`src/rtl/data_axi_bridge.sv`:
```
// Core data-port to AXI4 bridge: one single-beat transaction at a time.
// The core is stalled until the read or write response returns.
module data_axi_bridge #(
  parameter logic [3:0] AXI_ID = 4'd1
) (
  input  logic        clk,
  input  logic        reset,
  input  logic        req_en,
  input  logic [3:0]  req_wen,
  input  logic [31:0] req_addr,
  input  logic [31:0] req_wdata,
  output logic        stall,
  output logic [31:0] rdata,
  output logic        rdata_valid,
  output logic        err,
  output logic [3:0]  arid,
  output logic [31:0] araddr,
  output logic        arvalid,
  input  logic        arready,
  input  logic [31:0] rdata_axi,
  input  logic [1:0]  rresp,
  input  logic        rvalid,
  output logic        rready,
  output logic [3:0]  awid,
  output logic [31:0] awaddr,
  output logic        awvalid,
  input  logic        awready,
  output logic [31:0] wdata,
  output logic [3:0]  wstrb,
  output logic        wvalid,
  input  logic        wready,
  input  logic [1:0]  bresp,
  input  logic        bvalid,
  output logic        bready
);

  typedef enum logic [2:0] {
    S_IDLE,
    S_AR,
    S_R,
    S_WR,
    S_B,
    S_DONE
  } state_e;

  state_e      state_q, state_d;
  logic [31:0] addr_q, addr_d;
  logic [31:0] wdata_q, wdata_d;
  logic [3:0]  wen_q, wen_d;
  logic [31:0] rdata_q, rdata_d;
  logic        err_flag_q, err_flag_d;
  logic        aw_done_q, aw_done_d;
  logic        w_done_q, w_done_d;
  logic        aw_now;
  logic        w_now;

  always_ff @(posedge clk or posedge reset) begin
    if (reset) begin
      state_q    <= S_IDLE;
      addr_q     <= '0;
      wdata_q    <= '0;
      wen_q      <= '0;
      rdata_q    <= '0;
      err_flag_q <= 1'b0;
      aw_done_q  <= 1'b0;
      w_done_q   <= 1'b0;
    end else begin
      state_q    <= state_d;
      addr_q     <= addr_d;
      wdata_q    <= wdata_d;
      wen_q      <= wen_d;
      rdata_q    <= rdata_d;
      err_flag_q <= err_flag_d;
      aw_done_q  <= aw_done_d;
      w_done_q   <= w_done_d;
    end
  end

  // A handshake in the current cycle counts as done for the WR exit test.
  assign aw_now = aw_done_q | awready;
  assign w_now  = w_done_q | wready;

  always_comb begin
    state_d    = state_q;
    addr_d     = addr_q;
    wdata_d    = wdata_q;
    wen_d      = wen_q;
    rdata_d    = rdata_q;
    err_flag_d = err_flag_q;
    aw_done_d  = aw_done_q;
    w_done_d   = w_done_q;
    unique case (state_q)
      S_IDLE: begin
        if (req_en) begin
          addr_d     = req_addr;
          wdata_d    = req_wdata;
          wen_d      = req_wen;
          err_flag_d = 1'b0;
          state_d    = (req_wen == 4'd0) ? S_AR : S_WR;
        end
      end
      S_AR: begin
        if (arready) state_d = S_R;
      end
      S_R: begin
        if (rvalid) begin
          rdata_d    = rdata_axi;
          err_flag_d = (rresp != 2'b00);
          state_d    = S_DONE;
        end
      end
      S_WR: begin
        if (aw_now && w_now) begin
          aw_done_d = 1'b0;
          w_done_d  = 1'b0;
          state_d   = S_B;
        end else begin
          aw_done_d = aw_now;
          w_done_d  = w_now;
        end
      end
      S_B: begin
        if (bvalid) begin
          err_flag_d = (bresp != 2'b00);
          state_d    = S_DONE;
        end
      end
      S_DONE: state_d = S_IDLE;
      default: state_d = S_IDLE;
    endcase
  end

  always_comb begin
    stall       = 1'b1;
    arvalid     = 1'b0;
    rready      = 1'b0;
    awvalid     = 1'b0;
    wvalid      = 1'b0;
    bready      = 1'b0;
    rdata_valid = 1'b0;
    err         = 1'b0;
    unique case (state_q)
      S_IDLE: stall = req_en;
      S_AR:   arvalid = 1'b1;
      S_R:    rready = 1'b1;
      S_WR: begin
        awvalid = !aw_done_q;
        wvalid  = !w_done_q;
      end
      S_B:    bready = 1'b1;
      S_DONE: begin
        stall       = 1'b0;
        rdata_valid = (wen_q == 4'd0);
        err         = err_flag_q;
      end
      default: stall = 1'b0;
    endcase
  end

  assign rdata  = rdata_q;
  assign arid   = AXI_ID;
  assign araddr = addr_q;
  assign awid   = AXI_ID;
  assign awaddr = addr_q;
  assign wdata  = wdata_q;
  assign wstrb  = wen_q;

endmodule

```
`config.mk`:
```
export PLATFORM = sky130hd
export DESIGN_NAME = data_axi_bridge
export DESIGN_NICKNAME = d
export VERILOG_FILES = /design/src/rtl/data_axi_bridge.sv
export SDC_FILE = /design/constraint.sdc
export NUM_CORES = 1
export LEC_CHECK = 0
export CORE_UTILIZATION = 30
export DETAILED_ROUTE_END_ITERATION = 16
export PLACE_DENSITY = 0.7
export SETUP_SLACK_MARGIN = 0.5
export SYNTH_ARGS = -nofsm -noshare
export SYNTH_HDL_FRONTEND = slang
export SYNTH_SLANG_ARGS = --single-unit
```
`constraint.sdc`:
```
create_clock -name clk -period 8.98 [get_ports clk]
set_clock_uncertainty 0.05 [all_clocks]
set_input_delay 1.347 -clock clk [delete_from_list [all_inputs] [get_ports clk]]
set_output_delay 1.347 -clock clk [all_outputs]
set_load 0.05 [all_outputs]
```
==> metrics.txt, run 1 <==
status=finished, final reports clean; Die Area=15,470 sq um; Top FF cell, synth=dfrtp_1; drt via density=4.392; Post-Syn Instances=309; area grow syn2layout=59.97%; # fillers=1,272; Crit Path Class=in -> out; leading area contributor after synthesis=dfrtp_1; Multi-input gate area=1438 sq um; cts hold-fix bufs=0; Yosys top cell area share=59.05%; initial antenna violation count=0; post-DP HPWL=8084 um; die extent in y=124.4 um; Rel. slew slack=34.30%; WP buf/inv=2; worst hold path type=reg -> reg; vias in the first global route=3,394; Synth cell types=26; register bit total from synthesis=106; post-CTS setup buffer count=0; max frequency=233.9 MHz; period utilization=47.61%; CP Cell Sequence=clkdlybuf4s50_1 > nor2_1 > mux2i_1 > clkdlybuf4s50_1; row cnt=44; CTS tree=done; Resized cells post-CTS=0; Initial Util=30.79%; antenna diode count=0; Core ar.=14,590 sq um; GRT Util Overall=14.55%; EDFF count, synth=0; peak fanout along the critical path=3; register area=2653 sq um; RSZ-0062 raised after global routing=false; crit end category=output pin; CTS root buf=clkbuf_16; FFs w/ async S/R, synth=100.0%; CP max stage cell=clkdlybuf4s50_1; DR WL/cell=15.22 um; Data arrival, critical path=2880 ps; clock period minus worst slack=4275 ps; max-slew violation count=0; cts bufs inserted=9; largest stage delay on the critical path=830 ps; largest net degree at the start of global routing=70; clock latency on the worst-skew pair=340 ps; Vias=3,140; setup TNS=0 ps; CTS sink cnt=106; syn_area_per_cell=14.54 sq um; CP delay by family, top=buffers and inverters; maximum buffer depth of the clock tree=2; total grt overflow=0; worst path required time=7580 ps; placer congestion estimate=0.7236; WL final=10,880 um; Slew @ Worst Pin=985.5 ps; H-tree level count=3; register area share after synthesis=59.05%; most used cell along the critical path=clkdlybuf4s50_1; CP Launch Type=input port; first-pass GRT wire length=17,780 um; final hold vios=0; fraction of layout cells with a size suffix above 1=23.16%; clk slew on worst S/H paths=60 ps; DRC viols=0; port bufs=251; final net count=638; top cells by area, synth=dfrtp_1 59%, mux2_2 23%, buf_4 8.2%; Initial DRC Count=119; Ys Warns=0; final setup vio count=0; antenna-violating nets left=0; Die X=124.4 um; synthesized area=4492 sq um; Max Cap Violations=0; Pre-antenna DRT Iters=4; io pins=260
-- cells in the final DEF, fill, tap and decap left out, drive strengths merged --
| master | instances |
|---|---|
| nor2b | 2 |
| o31ai | 1 |
| o22ai | 1 |
| a21oi | 1 |
| a21o | 1 |
| mux2i | 1 |
| bufinv | 1 |
| conb | 8 |
| dfrtp | 106 |
| o21ai | 3 |
| and2 | 1 |
| mux2 | 102 |
| clkinvlp | 1 |
| inv | 5 |
| nor4 | 1 |
| a31oi | 2 |
| nand2b | 1 |
| o41ai | 1 |
| and3 | 3 |
| buf | 2 |
| nor2 | 15 |
| clkbuf | 13 |
| clkinv | 1 |
| o221ai | 2 |
| clkdlybuf4s50 | 251 |
| nand2 | 5 |
-- path summary, 6_finish.rpt --
kind / from / endpoint / slack, ps / depth (start not counted)
worst max-delay path: req_en / stall / 4700 / 4
worst min-delay path: wdata[15]$_DFFE_PP0P_ / wdata[15]$_DFFE_PP0P_ / 450 / 1
worst max register to register: state_q[1]$_DFFE_PP0P_ / araddr[10]$_DFFE_PP0P_ / 6800 / 3
worst min register to register: wdata[15]$_DFFE_PP0P_ / wdata[15]$_DFFE_PP0P_ / 450 / 1
max in group asynchronous: reset / rdata[9]$_DFFE_PP0P_ / 6300 / 3
min in group asynchronous: reset / araddr[28]$_DFFE_PP0P_ / 1360 / 2
-- through the flow --
| step | cells | utilization, % | hold WS (ps) | cell area, sq um | setup slack [ps] |
|---|---|---|---|---|---|
| finish | 715 | 49.25 | 453.9 | 7186 | 4705 |
| global placement | 699 | 47.08 | 434.1 | 6869 | 4724 |
| floorplan | 315 | - | 421.1 | 4514 | 4794 |
| CTS | 715 | 49.25 | 458.9 | 7186 | 4685 |
| detailed placement | 699 | 47.08 | 443.5 | 6869 | 4700 |
| global route | 715 | 49.25 | 472.0 | 7186 | 4636 |
-- cell families (layout without fill, tap and decap cells) --
logic type             count (synthesis)  in the layout  synth area share [%]
other                                  2              8                0.1672
AO/OA/AOI/OAI                         12             12                 1.783
buffers and inverters                 58            274                 9.554
flip-flops                           106            106                 59.05
AND/OR/NAND/NOR                       28             28                 2.897
multiplexers                         103            103                 26.55
-- cell usage after synthesis, drive strengths merged (2+ instances only) --
cell type	n
and3	3
nor2	15
mux2	102
buf	53
a31oi	2
nor2b	2
nand2	5
conb	2
o221ai	2
dfrtp	106
o21ai	3
inv	5
-- routing by layer --
metal	track usage [%]	wire, um
met1	16.66	4268
met2	24.96	5574
met3	5.799	945
met4	4.040	93
met5	0	0
-- area by class of cell --
class	count	area share, %
flip-flops and latches	106	36.91
repair buffers	253	35.17
multi-input cells	151	20.01
clock buffers	13	3.761
well taps	184	3.204
clock inverters	3	0.6443
inverters	5	0.2960
-- worst reg2reg max path: stages (launching register included) --
cell	delay, ps
dfrtp_1	500
inv_1	170
and3_4	850
mux2_2	490
-- state kept, by name, indices dropped and copies added (netlist names) --
| register | cells |
|---|---|
| araddr | 32 |
| rdata | 32 |
| wdata | 32 |
| wstrb | 4 |
| state_q | 3 |
| aw_done_q | 1 |
| err_flag_q | 1 |
| w_done_q | 1 |
Power of run 1 is left out: the tool's default activity adds up to more than one toggle a clock period on the data nets, which glitch-free logic cannot reach.
==> run 2: changes to the inputs <==
==> constraint.sdc (replaced) <==
create_clock -name clk -period 4.15 [get_ports clk]
set_clock_uncertainty 0.05 [all_clocks]
set_input_delay 0.6225 -clock clk [delete_from_list [all_inputs] [get_ports clk]]
set_output_delay 0.6225 -clock clk [all_outputs]
set_load 0.05 [all_outputs]
==> run 2 against run 1 <==
- routed wire length increased by 3.0%
- design area fell by 0.30%
- global-route usage increased by 0.78 points
==> metrics.txt, run 2 (synthesis gave the netlist of run 1 again) <==
status=finished, final reports clean; die extent in y=124.4 um; CTS sink cnt=106; area grow syn2layout=59.50%; worst hold endpoint=err_flag_q$_DFFE_PP0P_; Die Area=15,470 sq um; cts bufs inserted=9; worst hold path type=reg -> reg; Vias=3,153; post-CTS setup buffer count=0; CTS tree=done; placer congestion estimate=0.7290; RSZ-0062 raised after global routing=false; Max Cap Violations=0; Data arrival, critical path=2310 ps; worst path required time=3480 ps; final hold vios=0; DRC viols=0; final net count=639; row cnt=44; crit end category=output pin; first-pass GRT wire length=18,640 um; CP Launch Type=flop; Hold Startpoint=err_flag_q$_DFFE_PP0P_; port bufs=251; largest net degree at the start of global routing=70; io pins=260; vias in the first global route=3,441; WL final=11,210 um; total grt overflow=0; max frequency=335.8 MHz; commonest non-fill, non-tap cell in the layout=clkdlybuf4s50_1; Core ar.=14,590 sq um; Worst R2R Setup Slack=1980 ps; Pre-antenna DRT Iters=6; fraction of layout cells with a size suffix above 1=23.12%; drt via density=4.404; R2R Path End=wdata[20]$_DFFE_PP0P_; Initial Util=30.79%; maximum buffer depth of the clock tree=2; commonest non-fill, non-tap cells in the layout=251 x clkdlybuf4s50_1, 106 x dfrtp_1, 93 x mux2_2; Slew @ Worst Pin=992.6 ps; Die X=124.4 um; antenna diode count=0; clock latency on the worst-skew pair=340 ps; clock period minus worst slack=2978 ps; DR WL/cell=15.65 um; FF-to-FF path depth=3; setup TNS=0 ps; antenna-violating nets left=0; Resized cells post-CTS=0; Crit Path Class=reg -> out; H-tree level count=3; clk slew on worst S/H paths=70 ps; max-slew violation count=0; peak fanout along the critical path=8; FF-to-FF Start=state_q[1]$_DFFE_PP0P_; final setup vio count=0; post-DP HPWL=8422 um; cts hold-fix bufs=0; Rel. slew slack=33.83%; GRT Util Overall=15.33%; initial antenna violation count=0; CTS root buf=clkbuf_16; hold path depth=1; Initial DRC Count=84; period utilization=71.77%
run 2: changes by cell type in the layout (fill, tap and decap cells not counted):
cell        previous run  this run
clkinv_4               1         0
clkbuf_1               1         2
clkinv_2               0         2
clkbuf_8               3         0
clkinvlp_4             1         2
buf_4                  2         3
run 2: cell type report:
cell class,instances,area [sq um]
fillers,1277,7425
flip-flops and latches,106,2653
repair buffers,254,2535
multi-input cells,151,1438
clock buffers,11,232.7
well taps,184,230.2
clock inverters,5,55.05
inverters,5,21.27
run 2: worst max-delay path by stage:
stage	cells past startpoint	start	end	slack, ps
2_1_floorplan	1	reset	araddr[0]$_DFFE_PP0P_	690
3_3_place_gp	4	req_en	stall	1340
3_5_place_dp	4	req_en	stall	1320
4_1_cts	4	state_q[0]$_DFFE_PP0P_	awvalid	1140
5_1_grt	4	state_q[0]$_DFFE_PP0P_	awvalid	990
6_report	4	state_q[0]$_DFFE_PP0P_	awvalid	1170
run 2: critical path, cell delays in order (launching register included):
cell             delay (ps)
dfrtp_1                 480
nor2b_1                 330
nand2_1                 170
nor2_1                  140
clkdlybuf4s50_1         840
run 2: layer usage:
layer / track usage, % / routed length, um / vias to the layer above
li1: - / - / 1446
met1: 16.74 / 4309 / 1540
met2: 27.04 / 5798 / 160
met3: 6.916 / 997 / 7
met4: 3.402 / 103 / 0
met5: 0 / 0 / -
run 2: through the flow:
step	area [sq um]	std cells	setup WS [ps]	hold WS (ps)	util (%)
after floorplan	4514	315	688.6	421.1	-
after global placement	6877	700	1341	432.9	47.14
after detailed placement	6877	700	1319	440.2	47.14
after CTS	7164	716	1138	456.5	49.11
after global routing	7164	716	985.7	473.0	49.11
final	7164	716	1172	454.2	49.11
Power of run 2 is left out for the same reason.
==> run 3: changes to the inputs <==
--- a/config.mk
+++ b/config.mk
@@ -7,7 +7,7 @@
 export LEC_CHECK = 0
 export CORE_UTILIZATION = 30
 export DETAILED_ROUTE_END_ITERATION = 16
-export PLACE_DENSITY = 0.7
+export PLACE_DENSITY = 0.72
 export SETUP_SLACK_MARGIN = 0.5
 export SYNTH_ARGS = -nofsm -noshare
 export SYNTH_HDL_FRONTEND = slang
==> constraint.sdc (replaced) <==
create_clock -name clk -period 2.5 [get_ports clk]
set_clock_uncertainty 0.05 [all_clocks]
set_input_delay 0.375 -clock clk [delete_from_list [all_inputs] [get_ports clk]]
set_output_delay 0.375 -clock clk [all_outputs]
set_load 0.05 [all_outputs]
==> run 3 against run 2 <==
- via count is 1.1% higher
- flip-flop and latch count did not move
- register-to-register slack got worse by 1300 ps
- non-clock buffer count rose by 3
- critical path type unchanged
==> metrics.txt, run 3 (synthesis gave the netlist of run 1 again) <==
maximum buffer depth of the clock tree=2; Initial DRC Count=87; Data arrival, critical path=1540 ps; CTS tree=done; DR WL/cell=15.31 um; Slew @ Worst Pin=572.0 ps; antenna-violating nets left=0; first-pass GRT wire length=17,770 um; status=finished, final reports clean; Critical Path Start=araddr[6]$_DFFE_PP0P_; post-DP HPWL=8096 um; Vias=3,187; clk slew on worst S/H paths=70 ps; final setup vio count=0; RSZ-0062 raised after global routing=true; cts hold-fix bufs=0; largest net degree at the start of global routing=107; vias in the first global route=3,331; CP Launch Type=flop; commonest non-fill, non-tap cells in the layout=195 x clkdlybuf4s50_1, 104 x dfrtp_1, 93 x mux2_2; CTS sink cnt=106; CP Cell Sequence=clkdlybuf4s50_1; FF-to-FF Start=state_q[1]$_DFFE_PP0P_; CP delay by family, top=buffers and inverters; drt via density=4.433; clock period minus worst slack=1966 ps; commonest non-fill, non-tap cell in the layout=clkdlybuf4s50_1; setup TNS=0 ps; area grow syn2layout=62.59%; worst path required time=2080 ps; WL final=11,010 um; Core ar.=14,590 sq um; antenna diode count=0; Die X=124.4 um; H-tree level count=3; largest stage delay on the critical path=820 ps; CTS root buf=clkbuf_16; DRC viols=0; port bufs=251; total grt overflow=0; period utilization=78.64%; final net count=642; Max Cap Violations=0; worst hold path type=reg -> reg; initial antenna violation count=0; peak fanout along the critical path=3; io pins=260; GRT Util Overall=14.59%; Pre-antenna DRT Iters=4; placer congestion estimate=0.7887; max-slew violation count=0; CP max stage cell=clkdlybuf4s50_1; cts bufs inserted=9; max frequency=508.7 MHz; crit end category=output pin; fraction of layout cells with a size suffix above 1=25.61%; die extent in y=124.4 um; Hold Startpoint=rdata[1]$_DFFE_PP0P_; Initial Util=30.79%; row cnt=44; Crit Path Class=reg -> out; Die Area=15,470 sq um; clock latency on the worst-skew pair=340 ps; Rel. slew slack=61.87%; WP buf/inv=1; final hold vios=0
run 3: changes by cell type in the layout (fill, tap and decap cells not counted), moves of 2 or more:
cell             delta
dlygate4sd2_1      +10
clkdlybuf4s50_1    -56
dlymetal6s2s_1     +38
buf_2               +2
buf_12              +3
buf_4               +6
dfrtp_2             +2
dfrtp_1             -2
run 3: worst paths after layout:
check | slack [ps] | cells after the start | endpoint
worst min register to register | 450 | 1 | rdata[1]$_DFFE_PP0P_
worst max register to register | 650 | 4 | araddr[19]$_DFFE_PP0P_
worst max-delay path | 530 | 1 | araddr[6]
min in group asynchronous | 500 | 3 | araddr[16]$_DFFE_PP0P_
worst min-delay path | 450 | 1 | rdata[1]$_DFFE_PP0P_
max in group asynchronous | 1430 | 3 | state_q[2]$_DFFE_PP0P_
run 3: final cells by class:
class / count / area, sq um
fill: 1256 / 7286
sequential: 106 / 2655
timing repair buffer: 257 / 2653
multi-input combinational: 151 / 1445
clock buffer: 12 / 246.5
tap: 184 / 230.2
clock inverter: 4 / 51.30
inverter: 5 / 22.52
run 3: per-layer routing:
layer,wire length [um],GRT usage (%)
met3,691,4.381
met1,4331,16.47
met2,5833,25.90
met4,148,5.103
met5,0,0
run 3: what timing repair did:
action | in CTS | in global routing
setup buffers | 0 | 1
setup endpoints to repair | 16 | 44
gates resized for setup | 20 | 42
run 3: per-stage QoR:
step           util, %  cell area (sq um)  hold slack (ps)  worst slack, ps  instances
2_1_floorplan        -               4518            421.1            537.0        315
3_3_place_gp     47.40               6915            436.2            402.1        702
3_5_place_dp     47.40               6915            444.5            410.1        702
4_1_cts          49.36               7201            461.2            458.7        718
5_1_grt          50.06               7303            464.9            490.3        719
6_report         50.06               7303            454.0            534.1        719
Power of run 3 is left out for the same reason.
